### config.mk
export PLATFORM = sky130hd
export DESIGN_NAME = mem_slot_scheduler
export DESIGN_NICKNAME = d
export VERILOG_FILES = /design/src/rtl/computer_pkg.sv /design/src/rtl/mem_region_decode.sv /design/src/rtl/mem_slot_scheduler.sv
export SDC_FILE = /design/constraint.sdc
export NUM_CORES = 1
export LEC_CHECK = 0
export CORE_MARGIN = 3
export CORE_UTILIZATION = 34
export CTS_CLUSTER_SIZE = 12
export DETAILED_ROUTE_END_ITERATION = 12
export GPL_ROUTABILITY_DRIVEN = 0
export PLACE_DENSITY_LB_ADDON = 0.15
export SLEW_MARGIN = 20
export SYNTH_ARGS = -nofsm -noshare
export SYNTH_HDL_FRONTEND = slang
export SYNTH_SLANG_ARGS = --single-unit
### constraint.sdc
create_clock -name CLOCK_50 -period 1.6 [get_ports CLOCK_50]
set_input_delay 0.32 -clock CLOCK_50 [delete_from_list [all_inputs] [get_ports CLOCK_50]]
set_output_delay 0.32 -clock CLOCK_50 [all_outputs]
set_load 0.02 [all_outputs]
### src/rtl/computer_pkg.sv
// Shared types and constants for the CPU/VDP memory bus slot scheduler.
package computer_pkg;

    typedef enum logic {SLOT_CPU, SLOT_VID} slot_t;

    typedef enum logic [1:0] {REG_RAM, REG_ROM, REG_NONE} region_t;

    localparam logic [7:0] UNMAPPED_DATA = 8'hFF;

endpackage

### src/rtl/mem_region_decode.sv
// Combinational address decoder: classifies a bus address as RAM, ROM or unmapped.
module mem_region_decode
    import computer_pkg::*;
#(
    parameter logic [15:0] RAM_TOP  = 16'h7FFF,
    parameter logic [15:0] ROM_BASE = 16'hE000
) (
    input  logic [15:0] adr,
    output region_t     region
);

    always_comb begin
        region = REG_NONE;
        if (adr <= RAM_TOP) begin
            region = REG_RAM;
        end else if (adr >= ROM_BASE) begin
            region = REG_ROM;
        end
    end

endmodule

### src/rtl/mem_slot_scheduler.sv
// Time-slot arbiter sharing one memory bus between the 6502 and the VDP,
// alternating CPU and VID slots of PHASES cycles and issuing the CPU clock-enable.
module mem_slot_scheduler
    import computer_pkg::*;
#(
    parameter int          PHASES   = 4,
    parameter logic [15:0] RAM_TOP  = 16'h7FFF,
    parameter logic [15:0] ROM_BASE = 16'hE000
) (
    input  logic        CLOCK_50,
    input  logic        reset,
    input  logic [15:0] cpu_adr,
    input  logic        cpu_rw,
    input  logic [7:0]  cpu_dbo,
    input  logic        cpu_halt,
    output logic        cpu_ce,
    output logic [7:0]  cpu_dbi,
    input  logic        vid_req,
    input  logic [15:0] vid_adr,
    output logic        vid_ack,
    output logic [7:0]  vid_data,
    output logic [15:0] mem_adr,
    output logic        mem_en,
    output logic        ram_we,
    input  logic [7:0]  ram_q,
    input  logic [7:0]  rom_q,
    output logic        slot
);

    localparam int            PW      = $clog2(PHASES);
    localparam logic [PW-1:0] LAST    = PW'(PHASES - 1);
    localparam logic [PW-1:0] CE_PREP = PW'(PHASES - 2);

    logic [PW-1:0] phase, phase_next;
    slot_t         slot_q, slot_next;
    logic [15:0]   acc_adr;
    region_t       acc_region, region_q;
    logic          starting, cpu_start, vid_start, acc_read;
    logic          mem_en_q, ram_we_q, cpu_ce_q, vid_ack_q;
    logic [7:0]    rd_data;
    logic          unused_dbo;

    // Write data runs straight from the CPU to the RAM; only the strobe is timed here.
    assign unused_dbo = ^cpu_dbo;

    always_comb begin
        phase_next = phase + PW'(1);
        slot_next  = slot_q;
        if (phase == LAST) begin
            phase_next = '0;
            slot_next  = (slot_q == SLOT_CPU) ? SLOT_VID : SLOT_CPU;
        end
    end

    // Address mux selects the master owning the slot about to begin.
    assign starting  = (phase == LAST);
    assign cpu_start = starting && (slot_next == SLOT_CPU);
    assign vid_start = starting && (slot_next == SLOT_VID) && vid_req;
    assign acc_adr   = (slot_next == SLOT_CPU) ? cpu_adr : vid_adr;

    mem_region_decode #(
        .RAM_TOP  (RAM_TOP),
        .ROM_BASE (ROM_BASE)
    ) u_decode (
        .adr    (acc_adr),
        .region (acc_region)
    );

    always_comb begin
        rd_data = UNMAPPED_DATA;
        case (region_q)
            REG_RAM: rd_data = ram_q;
            REG_ROM: rd_data = rom_q;
            default: rd_data = UNMAPPED_DATA;
        endcase
    end

    always_ff @(posedge CLOCK_50) begin
        if (reset) begin
            phase     <= '0;
            slot_q    <= SLOT_CPU;
            mem_adr   <= '0;
            mem_en_q  <= 1'b0;
            ram_we_q  <= 1'b0;
            region_q  <= REG_NONE;
            acc_read  <= 1'b0;
            cpu_ce_q  <= 1'b0;
            vid_ack_q <= 1'b0;
            cpu_dbi   <= UNMAPPED_DATA;
            vid_data  <= 8'h00;
        end else begin
            phase     <= phase_next;
            slot_q    <= slot_next;
            mem_en_q  <= 1'b0;
            ram_we_q  <= 1'b0;
            cpu_ce_q  <= 1'b0;
            vid_ack_q <= 1'b0;
            if (starting) begin
                acc_read <= cpu_start ? cpu_rw : vid_start;
            end
            if (cpu_start || vid_start) begin
                mem_adr  <= acc_adr;
                mem_en_q <= 1'b1;
                region_q <= acc_region;
                ram_we_q <= cpu_start && !cpu_rw && (acc_region == REG_RAM);
            end
            // Sync memory data is valid during p1; capture it on the edge ending p1.
            if (phase == PW'(1) && acc_read) begin
                if (slot_q == SLOT_CPU) begin
                    cpu_dbi <= rd_data;
                end else begin
                    vid_data  <= rd_data;
                    vid_ack_q <= 1'b1;
                end
            end
            if (phase == CE_PREP && slot_q == SLOT_CPU && !cpu_halt) begin
                cpu_ce_q <= 1'b1;
            end
        end
    end

    // Strobes are masked by reset so an access already set up is dropped at once.
    assign mem_en  = mem_en_q  && !reset;
    assign ram_we  = ram_we_q  && !reset;
    assign cpu_ce  = cpu_ce_q  && !reset;
    assign vid_ack = vid_ack_q && !reset;
    assign slot    = (slot_q == SLOT_VID);

endmodule

==> key figures <==
Synthesis
  – Syn Inst Count: 175
  – Number of flops mapped to enable cells by yosys: 0
  – Library cells used by synthesis: 28
  – Synth top area share: 47.97%
  – Main synth FF type: dfxtp_1
  – Warnings, synthesis: 0
  – Register bit total from synthesis: 42
  – Post-synth top area cell: dfxtp_1
  – Syn Nets: 241
  – Sequential area share after synthesis: 47.97%
  – Post-synth ARST share: 0%
  – Largest cells by area after synthesis: dfxtp_1, mux2i_1, a211oi_1
  – Cell area after synthesis: 0.001753 mm²
  – Syn avg cell area: 10.02 µm²

CTS
  – Hold_buf cts: 0
  – CTS Sinks: 42
  – H-tree depth: 2
  – Clock transition at path regs: 0.07 ns
  – CTS max path bufs: 2
  – CTS tree: yes
  – CTS root buf: clkbuf_8
  – Setup bufs post-CTS: 0
  – Number of CTS-inserted buffers: 5
  – Clk_lat worst skew: 0.29 ns

Drt
  – Vias: 1579
  – Initial drt markers: 39
  – Drt total wl: 4.506 mm
  – Post-route DRC: 0
  – Final ANT Viol Nets: 0
  – Pre-Repair DR Iteration Count: 4
  – Vias per cell: 4.658
  – Routed length per placed instance: 13.29 µm

Timing
  – Clock Skew: 0.005158 ns
  – Setup TNS: 0 ns
  – Final Slew Violations: 0
  – Final setup violation count: 0
  – Fmax achieved: 0.6418 GHz
  – Slew @ Worst Pin: 0.5325 ns
  – Max-slew headroom: 64.45%
  – Min cycle time layout: 1.558 ns
  – Final Hold Fails: 0
  – Final worst-path cycle share: 97.39%
  – Min Hold Slack: 0.4536 ns

Setup path
  – Cells along the critical path: clkdlybuf4s50_1
  – Max Fanout on Critical Path: 2
  – Critical path class: reg2out
  – Critical path buffer and inverter count: 1
  – Critical path required time: 1.28 ns
  – CP top delay family: buffers and inverters
  – Setup crit start: cpu_dbi[0]
  – Nature of the critical path endpoint: output port
  – Worst r2r src: phase[0]
  – CP max stage delay: 0.61 ns
  – CP Launch Type: flip-flop
  – CP Data Arrival Time: 1.24 ns
  – Worst path slowest cell: clkdlybuf4s50_1

Global route
  – Gr usage total: 15.09%
  – Gr ovfl total: 0
  – Vias in the first global route: 1513
  – Antenna violations before repair: 0
  – First-pass GRT wire length: 7.217 mm
  – Largest net degree at the start of global routing: 25

Hold path
  – HP Class: reg2reg
  – Min-Delay Startpoint: mem_adr[15]

Power and ir drop
  – Leak: 1.438 nW
  – VDD IR max: 483.4 µV
  – Final Total Pwr: 0.002247 W
  – Power Dens Cells: 762.3 mW/mm²

Die
  – Initial Utilization: 36.15%
  – Die Wd: 77.81 µm
  – Die ar.: 0.006054 mm²
  – Top Ports: 98
  – FP Rows: 25
  – Core Footprint: 0.004848 mm²
  – Chip Height: 77.81 µm

Cells and area
  – Share of post-route cells with drive strength above 1: 11.76%
  – NumNets Final: 337
  – Final std cells w/o fill: 339
  – # diodes: 0
  – Area Overhead vs Synth: 68.17%
  – Commonest non-fill, non-tap cell in the layout: clkdlybuf4s50_1
  – Post-layout util: 60.80%
  – Most frequent cells in the layout: clkdlybuf4s50_1, dfxtp_1, nor2_1, mux2i_1, dlymetal6s2s_1

Place
  – Dpl hpwl: 3.312 mm
  – IO Port Bufs: 89
  – Inst Count DP: 330

Run
  – Max cap viols: 0

Run status
  – Outcome: finished clean
## per-layer routing
| layer | up-vias | wire length [µm] | global-route usage, % |
|---|---|---|---|
| met1 | 682 | 1998 | 18.34 |
| met5 | - | 0 | 0 |
| met2 | 65 | 1982 | 23.20 |
| met3 | 4 | 475 | 7.773 |
| met4 | 0 | 50 | 4.270 |
| li1 | 828 | - | - |
## synthesized netlist by cell type, types with 5 or more instances
master     instances
a311oi_1           9
buf_2              5
mux2i_1           23
a21oi_1            6
dfxtp_1           42
a2bb2oi_1          8
nor2_1            26
ha_1               5
a211oi_1          15
## repair_timing
item	in CTS	in global routing
cloned	1	0
setup endpoints to repair	6	44
resized for setup	17	28
## power by group
part / switching (W) / internal (W)
registers: 0.0000205 / 0.00108
logic: 0.000189 / 0.000271
clock network: 0.000341 / 0.000348
## state kept, by name, summed over array words and instances, names as in the netlist
signal,flops
mem_adr,16
cpu_dbi,8
vid_data,8
phase,2
region_q,2
acc_read,1
cpu_ce_q,1
mem_en_q,1
ram_we_q,1
slot,1
vid_ack_q,1
## area by class of cell
cell class / instances / area, µm²
Clock buffer: 7 / 86.33
Clock inverter: 1 / 5.005
Fill cell: 433 / 1901
Inverter: 4 / 15.01
Multi-Input combinational cell: 116 / 849.6
Sequential cell: 42 / 843.3
Tap cell: 67 / 83.83
Timing Repair Buffer: 102 / 1065
## cells by family (layout without fill, tap and decap cells)
family / count (synthesis) / count (layout) / share of synthesized area (%)
simple gates: 46 / 46 / 12.42
buf+inv: 17 / 114 / 4.496
fa+ha+maj: 5 / 5 / 3.569
flops: 42 / 42 / 47.97
compound gates: 41 / 41 / 17.77
mux: 24 / 24 / 13.78
## metrics by stage
| step | area [µm²] | setup slack (ns) |
|---|---|---|
| after floorplan | 1754 | 0.03250 |
| after global placement | 2780 | -0.3326 |
| after detailed placement | 2780 | -0.3538 |
| after CTS | 2904 | 0.002299 |
| after global routing | 2948 | -0.02798 |
| final | 2948 | 0.04183 |
## final timing paths
| check | to | slack [ns] | cells past startpoint |
|---|---|---|---|
| hold reg to reg | mem_adr[15] | 0.45 | 2 |
| setup / recovery | cpu_dbi[0] | 0.04 | 1 |
| setup reg to reg | region_q[0] | 0.07 | 7 |
| hold / removal | mem_adr[15] | 0.45 | 2 |
No activity file was read; power rests on OpenSTA's default activity.
==> RTL edit (config.mk and constraints unchanged) <==
Set the parameter `PHASES` to 8 (it was 4).
--- a/src/rtl/mem_slot_scheduler.sv
+++ b/src/rtl/mem_slot_scheduler.sv
@@ -3,7 +3,7 @@
 module mem_slot_scheduler
     import computer_pkg::*;
 #(
-    parameter int          PHASES   = 4,
+    parameter int          PHASES   = 8,
     parameter logic [15:0] RAM_TOP  = 16'h7FFF,
     parameter logic [15:0] ROM_BASE = 16'hE000
 ) (
Function: changed (a bounded check fails within 4 cycles, from zero or initial values and one cycle with reset high).
==> RTL edit against the original RTL <==
The flow now finishes with violations (setup timing); final cell count rose by 4.4%; sequential share of layout area fell by 1.1 points; worst hold slack improved by 0.0088 ns; global-route usage fell by 0.30 points; utilization fell by 0.49 points; clock skew rose by 0.0017 ns; first-iteration DRC count rose by 64%; sequential cell count rose by 1; total power fell by 2.5%; setup slack got worse by 0.046 ns; area after synthesis rose by 6.3%; routed wire length rose by 10%; final area rose by 6.5%; critical path type is now reg -> reg; critical endpoint is now mem_adr[6]; largest cell class unchanged.
==> RTL edit: results (changes against the original RTL) <==
setup_tns -0.00467 ns (-0.00467 ns); FF-to-FF path depth 6 (-1); fin cells 354 (+4.4%); largest net degree at the start of global routing 28 (+12%); multi-input logic area 970 µm² (+14%); xor-xnor portion of the synthesized cell area 0 (unchanged); Overall Power 0.00219 W (-2.5%); CP endpoint mem_adr[6]; peak supply drop 473 µV (-2.2%); Setup Slack @ Placement -0.364 ns (-0.00999 ns); ranking of synthesized cells by area dfxtp_1 (46%), a211oi_1 (11%), mux2i_1 (8.1%); crit-path leading delay family adder cells; global-route wire length before repair 7440 µm (+3.1%); Fin. Hold Viols 0 (unchanged); Placed Area 0.00292 mm² (+4.9%); worst skew pair latency 0.29 ns (about the same); max_slew headroom 0.614 (-0.0303); Syn Nets 254 (+5.4%); # fillers 469 (+8.3%); DRT Wirelength 4960 µm (+10%); Synth Area in Compound Gates 0.204 (+0.0264); starting DRC count in detailed routing 64 (+64%); Total GRT Usage 0.148 (-0.00295); initial antenna violation count 0 (unchanged); post_cts resized 12 (-5); CP Max Fanout 18 (+16); P_comb 0.000238 W (-48%); hold_ws 0.462 ns (+0.00877 ns); number of global-route vias before repair 1611 (+6.5%); CP max stage delay 0.34 ns (-0.27 ns); failing checks setup timing; total via count in the routed design 1700 (+7.7%); skew final 0.00681 ns (+0.00165 ns); status finished with violations; top post-synthesis cells by count dfxtp_1 (43), a211oi_1 (28), nor2_1 (24); slowest CP cell dfxtp_2; Finish-stage setup viols 2 (+2); estimated wirelength of the detail-placed design 3660 µm (+10%); RR Startpoint phase[0]; Leak 1.47 nW (+2.5%); post-synth cell types 33 (+18%); multiplexer area fraction after synthesis 0.0866 (-0.0511); worst setup margin -0.00379 ns (-0.0456 ns); clock network power 0.000864 W (+25%); crit path DAT 1.77 ns (+0.53 ns); Avg Cell Area, Syn 9.96 µm² (-0.54%); layout cell share with drive strength beyond 1 0.148 (+0.0302); register area share after synthesis 0.462 (-0.0176); cell internal pwr 0.00175 W (+2.9%); Post-Synth Adder-Cell Area 0.0403 (+0.00461)
[RTL edit: changes by cell type in the layout (fill, tap and decap cells not counted), sizes merged, moves of 3 or more]
cell,unedited run,this run
dlymetal6s2s,21,18
a311oi,9,1
a211oi,15,31
nor2b,4,12
buf,17,13
mux2i,23,15
dlygate4sd2,1,6
[RTL edit: worst register-to-register path, stage by stage (launching register included)]
cell and delay (ns):
dfxtp_2 0.34, ha_4 0.16, ha_4 0.17, ha_4 0.30
buf_12 0.17, mux2i_1 0.24, a211oi_1 0.09
[RTL edit: per-layer routing]
metal  vias up  routed length (µm)  GRT usage
li1        865                   -          -
met3         5                 458     0.0519
met5         -                   0          0
met2        59                2180      0.219
met4         0                  60     0.0574
met1       771                2270      0.196
[RTL edit: final cells by class]
type	instances	area share
Timing Repair Buffer	103	0.347
Multi-Input combinational cell	127	0.309
Sequential cell	43	0.275
Tap cell	70	0.0279
Clock buffer	6	0.0263
Clock inverter	2	0.0112
Inverter	3	0.00359
